[config.mk]
export PLATFORM = sky130hd
export DESIGN_NAME = ex_mem_stage_flat
export DESIGN_NICKNAME = d
export VERILOG_FILES = /design/src/rtl/ex_mem_stage_pkg.sv /design/src/rtl/ex_mem_stage_if.sv /design/src/rtl/ex_mem_stage_llsc.sv /design/src/rtl/ex_mem_stage.sv /design/src/flat_wrapper.sv
export SDC_FILE = /design/constraint.sdc
export NUM_CORES = 1
export LEC_CHECK = 0
export CAP_MARGIN = 10
export CORE_AREA = 10 10 191 193
export DETAILED_ROUTE_END_ITERATION = 8
export DIE_AREA = 0 0 201 203
export PLACE_DENSITY_LB_ADDON = 0.3
export SLEW_MARGIN = 20
export SYNTH_ARGS = -nofsm -noshare
export SYNTH_HDL_FRONTEND = slang
export SYNTH_SLANG_ARGS = --single-unit
[constraint.sdc]
create_clock -name CLK -period 3.8 [get_ports CLK]
set_clock_uncertainty 0.1 [all_clocks]
set_input_delay 0.38 -clock CLK [delete_from_list [all_inputs] [get_ports CLK]]
set_output_delay 0.38 -clock CLK [all_outputs]
set_load 0.01 [all_outputs]
[src/rtl/ex_mem_stage_pkg.sv]
// Shared types for the EX/MEM stage: word/register types, FSM state and small helpers.
package ex_mem_stage_pkg;

    localparam int unsigned WORD_BITS = 32;
    localparam int unsigned REG_BITS  = 5;

    typedef logic [WORD_BITS-1:0] word_t;
    typedef logic [REG_BITS-1:0]  regbits_t;

    typedef enum logic [1:0] {
        IDLE = 2'd0,
        REQ  = 2'd1,
        DONE = 2'd2
    } exmem_state_t;

    function automatic logic is_mem_op(input logic rd, input logic wr);
        return rd | wr;
    endfunction

endpackage

[src/rtl/ex_mem_stage_if.sv]
// Data-memory request bus between the EX/MEM stage (master) and the dcache (slave).
interface ex_mem_stage_if #(
    parameter int unsigned WORD_W = 32
);
    logic              dmemREN;
    logic              dmemWEN;
    logic [WORD_W-1:0] dmemaddr;
    logic [WORD_W-1:0] dmemstore;
    logic              dhit;
    logic [WORD_W-1:0] dmemload;

    modport master (
        output dmemREN, dmemWEN, dmemaddr, dmemstore,
        input  dhit, dmemload
    );

    modport slave (
        input  dmemREN, dmemWEN, dmemaddr, dmemstore,
        output dhit, dmemload
    );
endinterface

[src/rtl/ex_mem_stage_llsc.sv]
// LL/SC link register: set by a completed LL, cleared by a matching own store or snoop.
module llsc_link #(
    parameter int unsigned WORD_W = 32
) (
    input  logic              CLK,
    input  logic              nRST,
    input  logic              set,
    input  logic [WORD_W-1:0] set_addr,
    input  logic              wr_done,
    input  logic [WORD_W-1:0] wr_addr,
    input  logic              snoop,
    input  logic [WORD_W-1:0] snoop_addr,
    input  logic [WORD_W-1:0] chk_addr,
    output logic              match
);
    logic              link_valid;
    logic [WORD_W-1:0] link_addr;
    logic              clr;

    assign clr = (wr_done && (wr_addr == link_addr)) ||
                 (snoop && (snoop_addr == link_addr));

    // A snoop landing on the same edge as the SC check already kills the link.
    assign match = link_valid && (chk_addr == link_addr) &&
                   !(snoop && (snoop_addr == link_addr));

    always_ff @(posedge CLK or negedge nRST) begin
        if (!nRST) begin
            link_valid <= 1'b0;
            link_addr  <= '0;
        end else if (set) begin
            link_valid <= 1'b1;
            link_addr  <= set_addr;
        end else if (clr) begin
            link_valid <= 1'b0;
        end
    end
endmodule

[src/rtl/ex_mem_stage.sv]
// EX/MEM pipeline latch plus data-memory request engine with LL/SC support.
module ex_mem_stage
    import ex_mem_stage_pkg::*;
#(
    parameter int unsigned WORD_W = 32,
    parameter int unsigned REG_W  = 5
) (
    input  logic              CLK,
    input  logic              nRST,
    input  logic              en,
    input  logic              flush,
    input  logic              freeze,
    input  logic              regWr_i,
    input  logic              mem_read_i,
    input  logic              mem_write_i,
    input  logic              datomic_i,
    input  logic              halt_i,
    input  logic              mem_to_reg_i,
    input  logic [WORD_W-1:0] alu_out_i,
    input  logic [WORD_W-1:0] store_i,
    input  logic [REG_W-1:0]  wsel_i,
    input  logic [WORD_W-1:0] pc_p4_i,
    input  logic [WORD_W-1:0] up_imm_i,
    input  logic [WORD_W-1:0] instr_i,
    input  logic              ccinv,
    input  logic [WORD_W-1:0] ccsnoopaddr,
    output logic              regWr_o,
    output logic              mem_read_o,
    output logic              mem_write_o,
    output logic              datomic_o,
    output logic              halt_o,
    output logic              mem_to_reg_o,
    output logic [WORD_W-1:0] alu_out_o,
    output logic [WORD_W-1:0] store_o,
    output logic [REG_W-1:0]  wsel_o,
    output logic [WORD_W-1:0] pc_p4_o,
    output logic [WORD_W-1:0] up_imm_o,
    output logic [WORD_W-1:0] instr_o,
    output logic [WORD_W-1:0] load_o,
    output logic              mem_stall_o,
    ex_mem_stage_if.master    dmem
);
    exmem_state_t state, state_n;
    logic         sc_fail;
    logic         load_en, bubble, complete, ren, wen, sc_match;

    always_comb begin
        state_n  = state;
        load_en  = 1'b0;
        bubble   = 1'b0;
        complete = 1'b0;
        ren      = 1'b0;
        wen      = 1'b0;
        case (state)
            REQ: begin
                ren      = mem_read_o;
                wen      = mem_write_o & ~sc_fail;
                // A failed SC never issues, so it retires without waiting for dhit.
                complete = dmem.dhit | sc_fail;
                if (complete) state_n = DONE;
            end
            default: begin
                if (flush) begin
                    bubble  = 1'b1;
                    state_n = IDLE;
                end else if (!freeze && en) begin
                    load_en = 1'b1;
                    state_n = is_mem_op(mem_read_i, mem_write_i) ? REQ : IDLE;
                end
            end
        endcase
    end

    always_ff @(posedge CLK or negedge nRST) begin
        if (!nRST) state <= IDLE;
        else       state <= state_n;
    end

    always_ff @(posedge CLK or negedge nRST) begin
        if (!nRST) begin
            regWr_o      <= 1'b0;
            mem_read_o   <= 1'b0;
            mem_write_o  <= 1'b0;
            datomic_o    <= 1'b0;
            halt_o       <= 1'b0;
            mem_to_reg_o <= 1'b0;
            alu_out_o    <= '0;
            store_o      <= '0;
            wsel_o       <= '0;
            pc_p4_o      <= '0;
            up_imm_o     <= '0;
            instr_o      <= '0;
            sc_fail      <= 1'b0;
            load_o       <= '0;
        end else begin
            if (bubble) begin
                regWr_o      <= 1'b0;
                mem_read_o   <= 1'b0;
                mem_write_o  <= 1'b0;
                datomic_o    <= 1'b0;
                halt_o       <= 1'b0;
                mem_to_reg_o <= 1'b0;
                alu_out_o    <= '0;
                store_o      <= '0;
                wsel_o       <= '0;
                pc_p4_o      <= '0;
                up_imm_o     <= '0;
                instr_o      <= '0;
                sc_fail      <= 1'b0;
                load_o       <= '0;
            end else if (load_en) begin
                regWr_o      <= regWr_i;
                mem_read_o   <= mem_read_i;
                mem_write_o  <= mem_write_i;
                datomic_o    <= datomic_i;
                halt_o       <= halt_i;
                // SC writes its success flag back, so route it through the load path.
                mem_to_reg_o <= mem_to_reg_i | (datomic_i & mem_write_i);
                alu_out_o    <= alu_out_i;
                store_o      <= store_i;
                wsel_o       <= wsel_i;
                pc_p4_o      <= pc_p4_i;
                up_imm_o     <= up_imm_i;
                instr_o      <= instr_i;
                sc_fail      <= datomic_i & mem_write_i & ~sc_match;
            end
            if (complete) begin
                if (datomic_o && mem_write_o)
                    load_o <= {{(WORD_W-1){1'b0}}, ~sc_fail};
                else if (mem_read_o)
                    load_o <= dmem.dmemload;
            end
        end
    end

    llsc_link #(.WORD_W(WORD_W)) u_link (
        .CLK        (CLK),
        .nRST       (nRST),
        .set        (complete & datomic_o & mem_read_o),
        .set_addr   (alu_out_o),
        .wr_done    (complete & mem_write_o & ~sc_fail),
        .wr_addr    (alu_out_o),
        .snoop      (ccinv),
        .snoop_addr (ccsnoopaddr),
        .chk_addr   (alu_out_i),
        .match      (sc_match)
    );

    assign dmem.dmemREN   = ren;
    assign dmem.dmemWEN   = wen;
    assign dmem.dmemaddr  = alu_out_o;
    assign dmem.dmemstore = store_o;
    assign mem_stall_o    = (state == REQ) & ~dmem.dhit;
endmodule
[src/flat_wrapper.sv]
// flat-port wrapper written by rule: the top's interface ports become plain ports
module ex_mem_stage_flat import ex_mem_stage_pkg::*;
#(
    parameter int unsigned WORD_W = 32,
    parameter int unsigned REG_W  = 5
)
  (CLK, nRST, en, flush, freeze, regWr_i, mem_read_i, mem_write_i, datomic_i, halt_i, mem_to_reg_i, alu_out_i, store_i, wsel_i, pc_p4_i, up_imm_i, instr_i, ccinv, ccsnoopaddr, regWr_o, mem_read_o, mem_write_o, datomic_o, halt_o, mem_to_reg_o, alu_out_o, store_o, wsel_o, pc_p4_o, up_imm_o, instr_o, load_o, mem_stall_o, dmem_dmemREN, dmem_dmemWEN, dmem_dmemaddr, dmem_dmemstore, dmem_dhit, dmem_dmemload);
  ex_mem_stage_if #(.WORD_W(WORD_W)) dmem_i ();
  input  logic CLK;
  input  logic nRST;
  input  logic en;
  input  logic flush;
  input  logic freeze;
  input  logic regWr_i;
  input  logic mem_read_i;
  input  logic mem_write_i;
  input  logic datomic_i;
  input  logic halt_i;
  input  logic mem_to_reg_i;
  input  logic [WORD_W-1:0] alu_out_i;
  input  logic [WORD_W-1:0] store_i;
  input  logic [REG_W-1:0] wsel_i;
  input  logic [WORD_W-1:0] pc_p4_i;
  input  logic [WORD_W-1:0] up_imm_i;
  input  logic [WORD_W-1:0] instr_i;
  input  logic ccinv;
  input  logic [WORD_W-1:0] ccsnoopaddr;
  output logic regWr_o;
  output logic mem_read_o;
  output logic mem_write_o;
  output logic datomic_o;
  output logic halt_o;
  output logic mem_to_reg_o;
  output logic [WORD_W-1:0] alu_out_o;
  output logic [WORD_W-1:0] store_o;
  output logic [REG_W-1:0] wsel_o;
  output logic [WORD_W-1:0] pc_p4_o;
  output logic [WORD_W-1:0] up_imm_o;
  output logic [WORD_W-1:0] instr_o;
  output logic [WORD_W-1:0] load_o;
  output logic mem_stall_o;
  output wire logic [$bits(dmem_i.dmemREN)-1:0] dmem_dmemREN;
  output wire logic [$bits(dmem_i.dmemWEN)-1:0] dmem_dmemWEN;
  output wire logic [$bits(dmem_i.dmemaddr)-1:0] dmem_dmemaddr;
  output wire logic [$bits(dmem_i.dmemstore)-1:0] dmem_dmemstore;
  input wire logic [$bits(dmem_i.dhit)-1:0] dmem_dhit;
  input wire logic [$bits(dmem_i.dmemload)-1:0] dmem_dmemload;
  assign dmem_dmemREN = dmem_i.dmemREN;
  assign dmem_dmemWEN = dmem_i.dmemWEN;
  assign dmem_dmemaddr = dmem_i.dmemaddr;
  assign dmem_dmemstore = dmem_i.dmemstore;
  assign dmem_i.dhit = dmem_dhit;
  assign dmem_i.dmemload = dmem_dmemload;
  ex_mem_stage #(.WORD_W(WORD_W), .REG_W(REG_W)) u_core (.CLK(CLK), .nRST(nRST), .en(en), .flush(flush), .freeze(freeze), .regWr_i(regWr_i), .mem_read_i(mem_read_i), .mem_write_i(mem_write_i), .datomic_i(datomic_i), .halt_i(halt_i), .mem_to_reg_i(mem_to_reg_i), .alu_out_i(alu_out_i), .store_i(store_i), .wsel_i(wsel_i), .pc_p4_i(pc_p4_i), .up_imm_i(up_imm_i), .instr_i(instr_i), .ccinv(ccinv), .ccsnoopaddr(ccsnoopaddr), .regWr_o(regWr_o), .mem_read_o(mem_read_o), .mem_write_o(mem_write_o), .datomic_o(datomic_o), .halt_o(halt_o), .mem_to_reg_o(mem_to_reg_o), .alu_out_o(alu_out_o), .store_o(store_o), .wsel_o(wsel_o), .pc_p4_o(pc_p4_o), .up_imm_o(up_imm_o), .instr_o(instr_o), .load_o(load_o), .mem_stall_o(mem_stall_o), .dmem(dmem_i));
endmodule
* Word level (Yosys, flattened, before mapping) *
Cells that the tools add are included.

operators by class
  multiplexer cells = 45
  reductions and logical operators = 13
  bitwise operators = 14
  equal/unequal tests = 5

operators with widths
  cell                                                                   number
  32-bit two-way mux                                                     14
  32-bit equality test                                                   3
  1-bit two-way mux                                                      25
  5-bit two-way mux                                                      2
  1-bit AND                                                              8
  2-bit two-way mux                                                      4
  1-bit logical AND                                                      6
  2-bit nonzero test                                                     2
  1-bit inverter                                                         3
  1-bit OR                                                               3
  3-bit nonzero test                                                     1
  2-bit by 1-bit equality test with 1-bit output, second input constant  1
  1-bit zero test                                                        2
  2-bit by 1-bit != test with 1-bit output, second input constant        1
  2-bit AND reduction                                                    1
  1-bit logical OR                                                       1

storage, ports and cells
  flip-flop bits (word level) = 239
  bits of input ports = 242
  word-level logic and storage cells = 94
  output and inout port bits = 270

* Depth between registers and ports, before layout *
Gate-level depths: netlist of the first run.

  word-level depth = 8
  mapped depth = 8

* By module *
Synthesis of the first run repeated with hierarchy kept, for this count alone.

second synthesis, totals
  cells, all modules = 866
  area total of the unflattened synthesis = 10362.4 um2

modules (own cells, without submodules)
  module        instances  area each (um2)  cells an instance
  ex_mem_stage  1          8094.0           665
  llsc_link     1          2268.4           201

* Least setup slack after synthesis of the first run *
Ideal clock, no wire load.

  path kind = register to register
  start = reg u_core.sc_fail
  end = reg u_core.u_link.link_addr[10]
  buffers on the path = 2
  arrival = 1.543 ns
  period minus slack after synthesis = 1.768 ns
  stages on the path, launching flop included = 8
  setup time = 0.125 ns
  slack = 2.032 ns
  path through = dfrtp_1 > nor2_1 > nor2_4 > and2_1 > buf_4 > nand2_4 > buf_6 > mux2_4

between the ends
  word-level cells in the longest chain between the ends = 4

ends and longest elaborated chain
  what                      RTL line                 text
  start: declaration        ex_mem_stage.sv:44       logic sc_fail;
  start signal: assignment  ex_mem_stage.sv:125      sc_fail <= datomic_i & mem_write_i & ~sc_match;
  1-bit OR                  ex_mem_stage.sv:59       complete = dmem.dhit | sc_fail;
  1-bit two-way mux         ex_mem_stage.sv:54       case (state)
  1-bit AND (2 in a row)    ex_mem_stage.sv:139      .set (complete & datomic_o & mem_read_o),
  end signal: assignment    ex_mem_stage_llsc.sv:33  link_addr <= set_addr;
  end: declaration          ex_mem_stage_llsc.sv:17  logic [WORD_W-1:0] link_addr;

Every way passes these cells.
A chain may end at the register's enable or synchronous reset.

* Final worst setup path of the first run *
  start = reg u_core.state[1]
  end = out dmem_dmemWEN

between the ends
  word-level cells in the longest chain between the ends = 2

ends and longest elaborated chain
  what                                            RTL line            text
  start: declaration                              ex_mem_stage.sv:43  exmem_state_t state, state_n;
  start signal: assignment                        ex_mem_stage.sv:76  else state <= state_n;
  2-bit by 1-bit equality test with 1-bit output  ex_mem_stage.sv:54
  1-bit two-way mux                               ex_mem_stage.sv:54
  end: declaration                                flat_wrapper.sv:43  output wire logic [$bits(dmem_i.dmemWEN)-1:0] dmem_dmemWEN;

Every way passes these cells.

==> flow_summary.json, run 1 <==
{
  "cp.required_ns": 3.32,
  "holdCritPathClass": "in2reg",
  "met2_usage": 0.3297,
  "crit_family": "simple AND/OR/NAND/NOR gates",
  "powerDensity_nw_per_um2": 396.6,
  "path_class": "reg2out",
  "ys.flop_type": "dfrtp_1",
  "syn_area_um2": 10540,
  "end_kind": "output pin",
  "rsz0062_at_grt": "no",
  "antenna_found_initial": 2,
  "max_slew_margin": 0.4377,
  "grt_pass1_vias": 9376,
  "cp_max_fo": 7,
  "r2r_end": "u_core.u_link.link_addr[4]",
  "utilization": 0.5089,
  "status": "complete, no violations",
  "grtUsageMet3": 0.07117,
  "use_met1": 0.2249,
  "syn_inst": 892,
  "insertion_delay_ns": 0.54,
  "finalWirelength_mm": 41.04,
  "cap_violations": 0,
  "clockBufferDepth": 3,
  "ir_worst_vdd_v": 0.0002691,
  "core-area_um2": 32450,
  "placed_cells": 1736,
  "portBuffers": 511,
  "cp-start-kind": "flip-flop",
  "num_rows": 66,
  "tns_ns": 0,
  "cp_slowest_stage_delay_ns": 0.67,
  "whs_ns": 0.2879,
  "cts_buffers": 27,
  "die_w_um": 201,
  "cts_setup_buffers": 0,
  "path_buf_inv": 1,
  "cpMaxStageDelayCell": "clkdlybuf4s50_1",
  "cp-endpoint": "dmem_dmemWEN",
  "grt-ovfl-total": 0,
  "p_leak_nw": 7.284,
  "cp-startpoint": "u_core.state[1]",
  "die_y_um": 203,
  "fillCellCount": 2904,
  "async_flop_share": 1.000,
  "cts_max_level": 1,
  "cp.depth": 3,
  "placed_area_um2": 15600,
  "yosys.area.top_type": "dfrtp_1",
  "die-area_um2": 40800,
  "final_cell_mix": "clkdlybuf4s50_1 (510), dfrtp_1 (239), a22o_1 (135), nand2_1 (107), a21oi_1 (69)",
  "gp_routability_congestion": 0.7980,
  "yosys_warnings": 0,
  "avgSynthCellArea_um2": 11.82,
  "finalHoldViolations": 0,
  "vias_per_cell": 4.858,
  "ys_ff_latch": 239,
  "tightest_slew_ns": 0.8434,
  "io_pins": 512,
  "grt_pass1_wl_mm": 61.70,
  "rrSetupSlack_ns": 1.66,
  "synth_top_area_frac": 0.5672,
  "routedWlPerCell_um": 22.96,
  "final_layout_size_suffix_gt1_frac": 0.06548,
  "dp_hpwl_mm": 30.70,
  "p_total_mw": 6.550,
  "cts.clk_slew.worst_paths_ns": 0.06,
  "synth_edf_count": 0,
  "area_delta_synth_final_pct": 56.63,
  "stdcell_area_um2": 16510,
  "regArea_um2": 5981,
  "track_usage": 0.1928,
  "period_share": 0.7506,
  "multi_input_area_um2": 3799,
  "drt_first_pass_iters": 5,
  "grt_busiest_layer": "met2",
  "cts_resized": 0,
  "ant_nets": 0,
  "final_common_cell": "clkdlybuf4s50_1",
  "cp_data_arrival_time_ns": 2.37,
  "yosysUniqueCellTypes": 36,
  "synth_area_leaders": "dfrtp_1 (57%), a22o_1 (11%), xor2_1 (4.8%)",
  "postCtsHoldBufs": 1,
  "finalSetupViolations": 0,
  "vias": 8682,
  "final_cell_count_no_fill": 1787,
  "path_cells": "nand2b_4 > nor3b_1 > clkdlybuf4s50_1",
  "period_needed_ns": 2.852,
  "cts_sinks": 239,
  "maxSlewViolCount": 0,
  "drc": 0,
  "cts-root-buf": "clkbuf_16",
  "cts_tree": "built",
  "syn_nets": 1134,
  "reg2reg_depth": 5,
  "nNetsFinal": 1566,
  "reg2reg_from": "u_core.sc_fail",
  "drtIter0Drc": 450,
  "fmax_mhz": 350.6,
  "timing.final.ws_setup_ns": 0.9478,
  "grt_max_degree": 139,
  "post-place-ws_ns": 1.273,
  "yosysSeqAreaShare": 0.5672,
  "initial_core_util": 0.3249
}
[cell usage after synthesis, types with 3 or more instances]
library cell / instances
dfrtp_1: 239
a22o_1: 135
nand2_1: 108
a21oi_1: 69
buf_4: 67
xor2_1: 58
xnor2_1: 38
nand3_1: 35
clkbuf_1: 25
buf_2: 22
mux2_4: 20
nor4_1: 16
nand4_1: 11
mux2_1: 9
buf_6: 6
nor2_1: 4
and2_1: 3
mux2_2: 3
[state kept, by name, indices dropped and copies added (netlist names), 2 cells and up]
signal / count
u_core.u_link.link_addr: 32
u_core.wsel_o: 5
u_core.instr_o: 32
u_core.pc_p4_o: 32
u_core.dmem.dmemstore: 32
u_core.load_o: 32
u_core.alu_out_o: 32
u_core.state: 2
u_core.up_imm_o: 32
[cell families after synthesis]
logic type | count (synthesis) | synth area share
simple gates | 193 | 0.08817
xor+xnor | 96 | 0.07974
compound gates | 211 | 0.1498
flops | 239 | 0.5672
mux | 32 | 0.04130
buf+inv | 121 | 0.07381
[per-layer routing]
metal  share of wire  vias up
met1            0.39     4299
met2            0.50      370
met5         0.00032        -
met3           0.095       55
li1                -     3956
met4           0.019        2
[worst min-delay path by stage]
stage | startpoint | end | slack [ns] | cells after the start
2_1_floorplan | nRST | u_core.alu_out_o[0] | -0.02 | 0
3_3_place_gp | u_core.mem_to_reg_o | u_core.mem_to_reg_o | 0.37 | 2
3_5_place_dp | u_core.mem_to_reg_o | u_core.mem_to_reg_o | 0.37 | 2
4_1_cts | dmem_dmemload[6] | u_core.load_o[6] | 0.26 | 3
5_1_grt | pc_p4_i[27] | u_core.pc_p4_o[27] | 0.27 | 3
6_report | up_imm_i[0] | u_core.up_imm_o[0] | 0.29 | 3
[layout make-up]
| cell class | count | share of cell area |
|---|---|---|
| Sequential cell | 239 | 0.3621 |
| Tap cell | 442 | 0.03349 |
| Timing Repair Buffer | 524 | 0.3199 |
| Multi-Input combinational cell | 532 | 0.2300 |
| Clock buffer | 40 | 0.04811 |
| Clock inverter | 9 | 0.006213 |
| Antenna cell | 1 | 0.0001515 |
[worst reg2reg max path, stage by stage, from the launching register on]
cell     delay (ns)
dfrtp_1        0.43
nor2_1         0.30
nor2_4         0.09
and2_1         0.20
nand2_4        0.46
mux2_2         0.45
[power by group]
part | internal [mW] | leakage, nW | total, mW | switching [mW]
sequential | 2.67 | 3.27 | 2.78 | 0.115
clock | 1.58 | 0.447 | 2.65 | 1.07
combinational | 0.632 | 3.57 | 1.12 | 0.484
Power figures use the tool's default switching activity.
==> inputs of run 2 (changes only) <==
==> constraint.sdc (replaced) <==
create_clock -name CLK -period 2.6 [get_ports CLK]
set_clock_uncertainty 0.1 [all_clocks]
set_input_delay 0.26 -clock CLK [delete_from_list [all_inputs] [get_ports CLK]]
set_output_delay 0.26 -clock CLK [all_outputs]
set_load 0.01 [all_outputs]
==> run 2 against run 1 <==
Compared with the run above: first-iteration DRC count rose by 3.3%; register-to-register slack got worse by 1.1 ns; via count fell by 0.79%; critical path type unchanged; global-route usage fell by 0.075 points; critical path depth did not move; setup slack got worse by 0.79 ns; sequential share of layout area fell by 0.44 points; largest cell class unchanged.
==> flow_summary.json, run 2 (synthesized netlist as in run 1, its figures left out) <==
{
  "status": "complete, no violations",
  "cts.clk_slew.worst_paths_ns": 0.06,
  "finalHoldViolations": 0,
  "tightest_slew_ns": 0.6025,
  "antenna_found_initial": 2,
  "cp_data_arrival_time_ns": 2.08,
  "max_slew_margin": 0.5946,
  "io_pins": 512,
  "placed_cells": 1746,
  "grt-ovfl-total": 0,
  "fillCellCount": 2879,
  "nNetsFinal": 1577,
  "num_rows": 66,
  "die-area_um2": 40800,
  "tns_ns": 0,
  "ir_worst_vdd_v": 0.0003977,
  "finalWirelength_mm": 40.88,
  "cts_buffers": 28,
  "grt_pass1_wl_mm": 61.31,
  "end_kind": "output pin",
  "vias": 8613,
  "holdCritPathClass": "in2reg",
  "gp_routability_congestion": 0.8430,
  "final_cell_count_no_fill": 1800,
  "cp_max_fo": 7,
  "die_w_um": 201,
  "cts_setup_buffers": 0,
  "maxSlewViolCount": 0,
  "grt_max_degree": 88,
  "drt_first_pass_iters": 4,
  "period_needed_ns": 2.444,
  "cts-root-buf": "clkbuf_16",
  "final_layout_size_suffix_gt1_frac": 0.07517,
  "clockBufferDepth": 3,
  "drtIter0Drc": 465,
  "regArea_um2": 5981,
  "drc": 0,
  "finalSetupViolations": 0,
  "grt_pass1_vias": 9316,
  "cts_max_level": 1,
  "cts_tree": "built",
  "die_y_um": 203,
  "insertion_delay_ns": 0.53,
  "vias_per_cell": 4.785,
  "rsz0062_at_grt": "no",
  "multi_input_area_um2": 3807,
  "routedWlPerCell_um": 22.71,
  "cts_sinks": 239,
  "portBuffers": 511,
  "initial_core_util": 0.3249,
  "final_cell_mix": "clkdlybuf4s50_1 (510), dfrtp_1 (239), a22o_1 (135), nand2_1 (108), a21oi_1 (69)",
  "final_common_cell": "clkdlybuf4s50_1",
  "cp-start-kind": "flip-flop",
  "track_usage": 0.1920,
  "period_share": 0.9401,
  "fmax_mhz": 409.1,
  "cp.required_ns": 2.24,
  "area_delta_synth_final_pct": 58.54,
  "dp_hpwl_mm": 31.32,
  "path_class": "reg2out",
  "powerDensity_nw_per_um2": 586.3,
  "ant_nets": 0,
  "p_leak_nw": 7.382,
  "cap_violations": 0,
  "core-area_um2": 32450
}
## run 2: cell types whose count changed in the layout (fill, tap and decap cells not counted), sizes merged
cell	delta
buf	+10
bufinv	+1
clkbuf	+1
clkinvlp	+1
## run 2: area by class of cell
class	count	share of cell area
clock inverters	11	0.008159
multi-input cells	532	0.2278
flip-flops and latches	239	0.3578
repair buffers	534	0.3228
well taps	442	0.03308
diodes	1	0.0001497
clock buffers	41	0.05030
## run 2: power by group
| group | switching [mW] | internal (mW) | leakage, nW |
|---|---|---|---|
| Clock | 1.55 | 2.53 | 0.484 |
| Combinational | 0.709 | 0.937 | 3.63 |
| Sequential | 0.170 | 3.90 | 3.27 |
## run 2: routing by layer
layer / part of all wire / GRT usage
met5: 0.00032 / 0
met4: 0.014 / 0.04084
met3: 0.090 / 0.07021
met2: 0.50 / 0.3308
met1: 0.39 / 0.2243
## run 2: path summary, 6_finish.rpt
| check | start | endpoint | slack [ns] | cells past startpoint |
|---|---|---|---|---|
| worst max-delay path | u_core.state[1] | dmem_dmemWEN | 0.16 | 3 |
| max in group asynchronous | nRST | u_core.halt_o | 1.46 | 3 |
| worst min register to register | u_core.mem_to_reg_o | u_core.mem_to_reg_o | 0.39 | 2 |
| worst min-delay path | store_i[2] | u_core.dmem.dmemstore[2] | 0.17 | 3 |
| worst max register to register | u_core.sc_fail | u_core.u_link.link_addr[25] | 0.52 | 6 |
| min in group asynchronous | nRST | u_core.up_imm_o[21] | 0.19 | 2 |
## run 2: worst max-delay path, stage by stage, from the launching register on
cell and delay [ns]:
dfrtp_1 0.41, nand2b_4 0.22, nor3b_4 0.30, clkdlybuf4s50_1 0.63
## run 2: repair_timing
action | in CTS | in global routing
resized for setup | 1 | 1
hold buffers | 1 | 0
endpoints found under the setup margin | 1 | 1
hold endpoints to repair | 60 | 0
## run 2: per-stage QoR
| step | cell area, um^2 | total power, mW | hold slack (ns) | setup slack [ns] | util |
|---|---|---|---|---|---|
| after floorplan | 10540 | 4.716 | -0.1356 | 0.8320 | - |
| after global placement | 15720 | 5.789 | 0.1626 | 0.2864 | 0.4842 |
| after detailed placement | 15720 | 5.801 | 0.1644 | 0.2972 | 0.4842 |
| after CTS | 16710 | 9.941 | 0.1393 | 0.04547 | 0.5148 |
| after global routing | 16720 | 10.23 | 0.1489 | 0.06731 | 0.5151 |
| final | 16720 | 9.800 | 0.1660 | 0.1556 | 0.5151 |
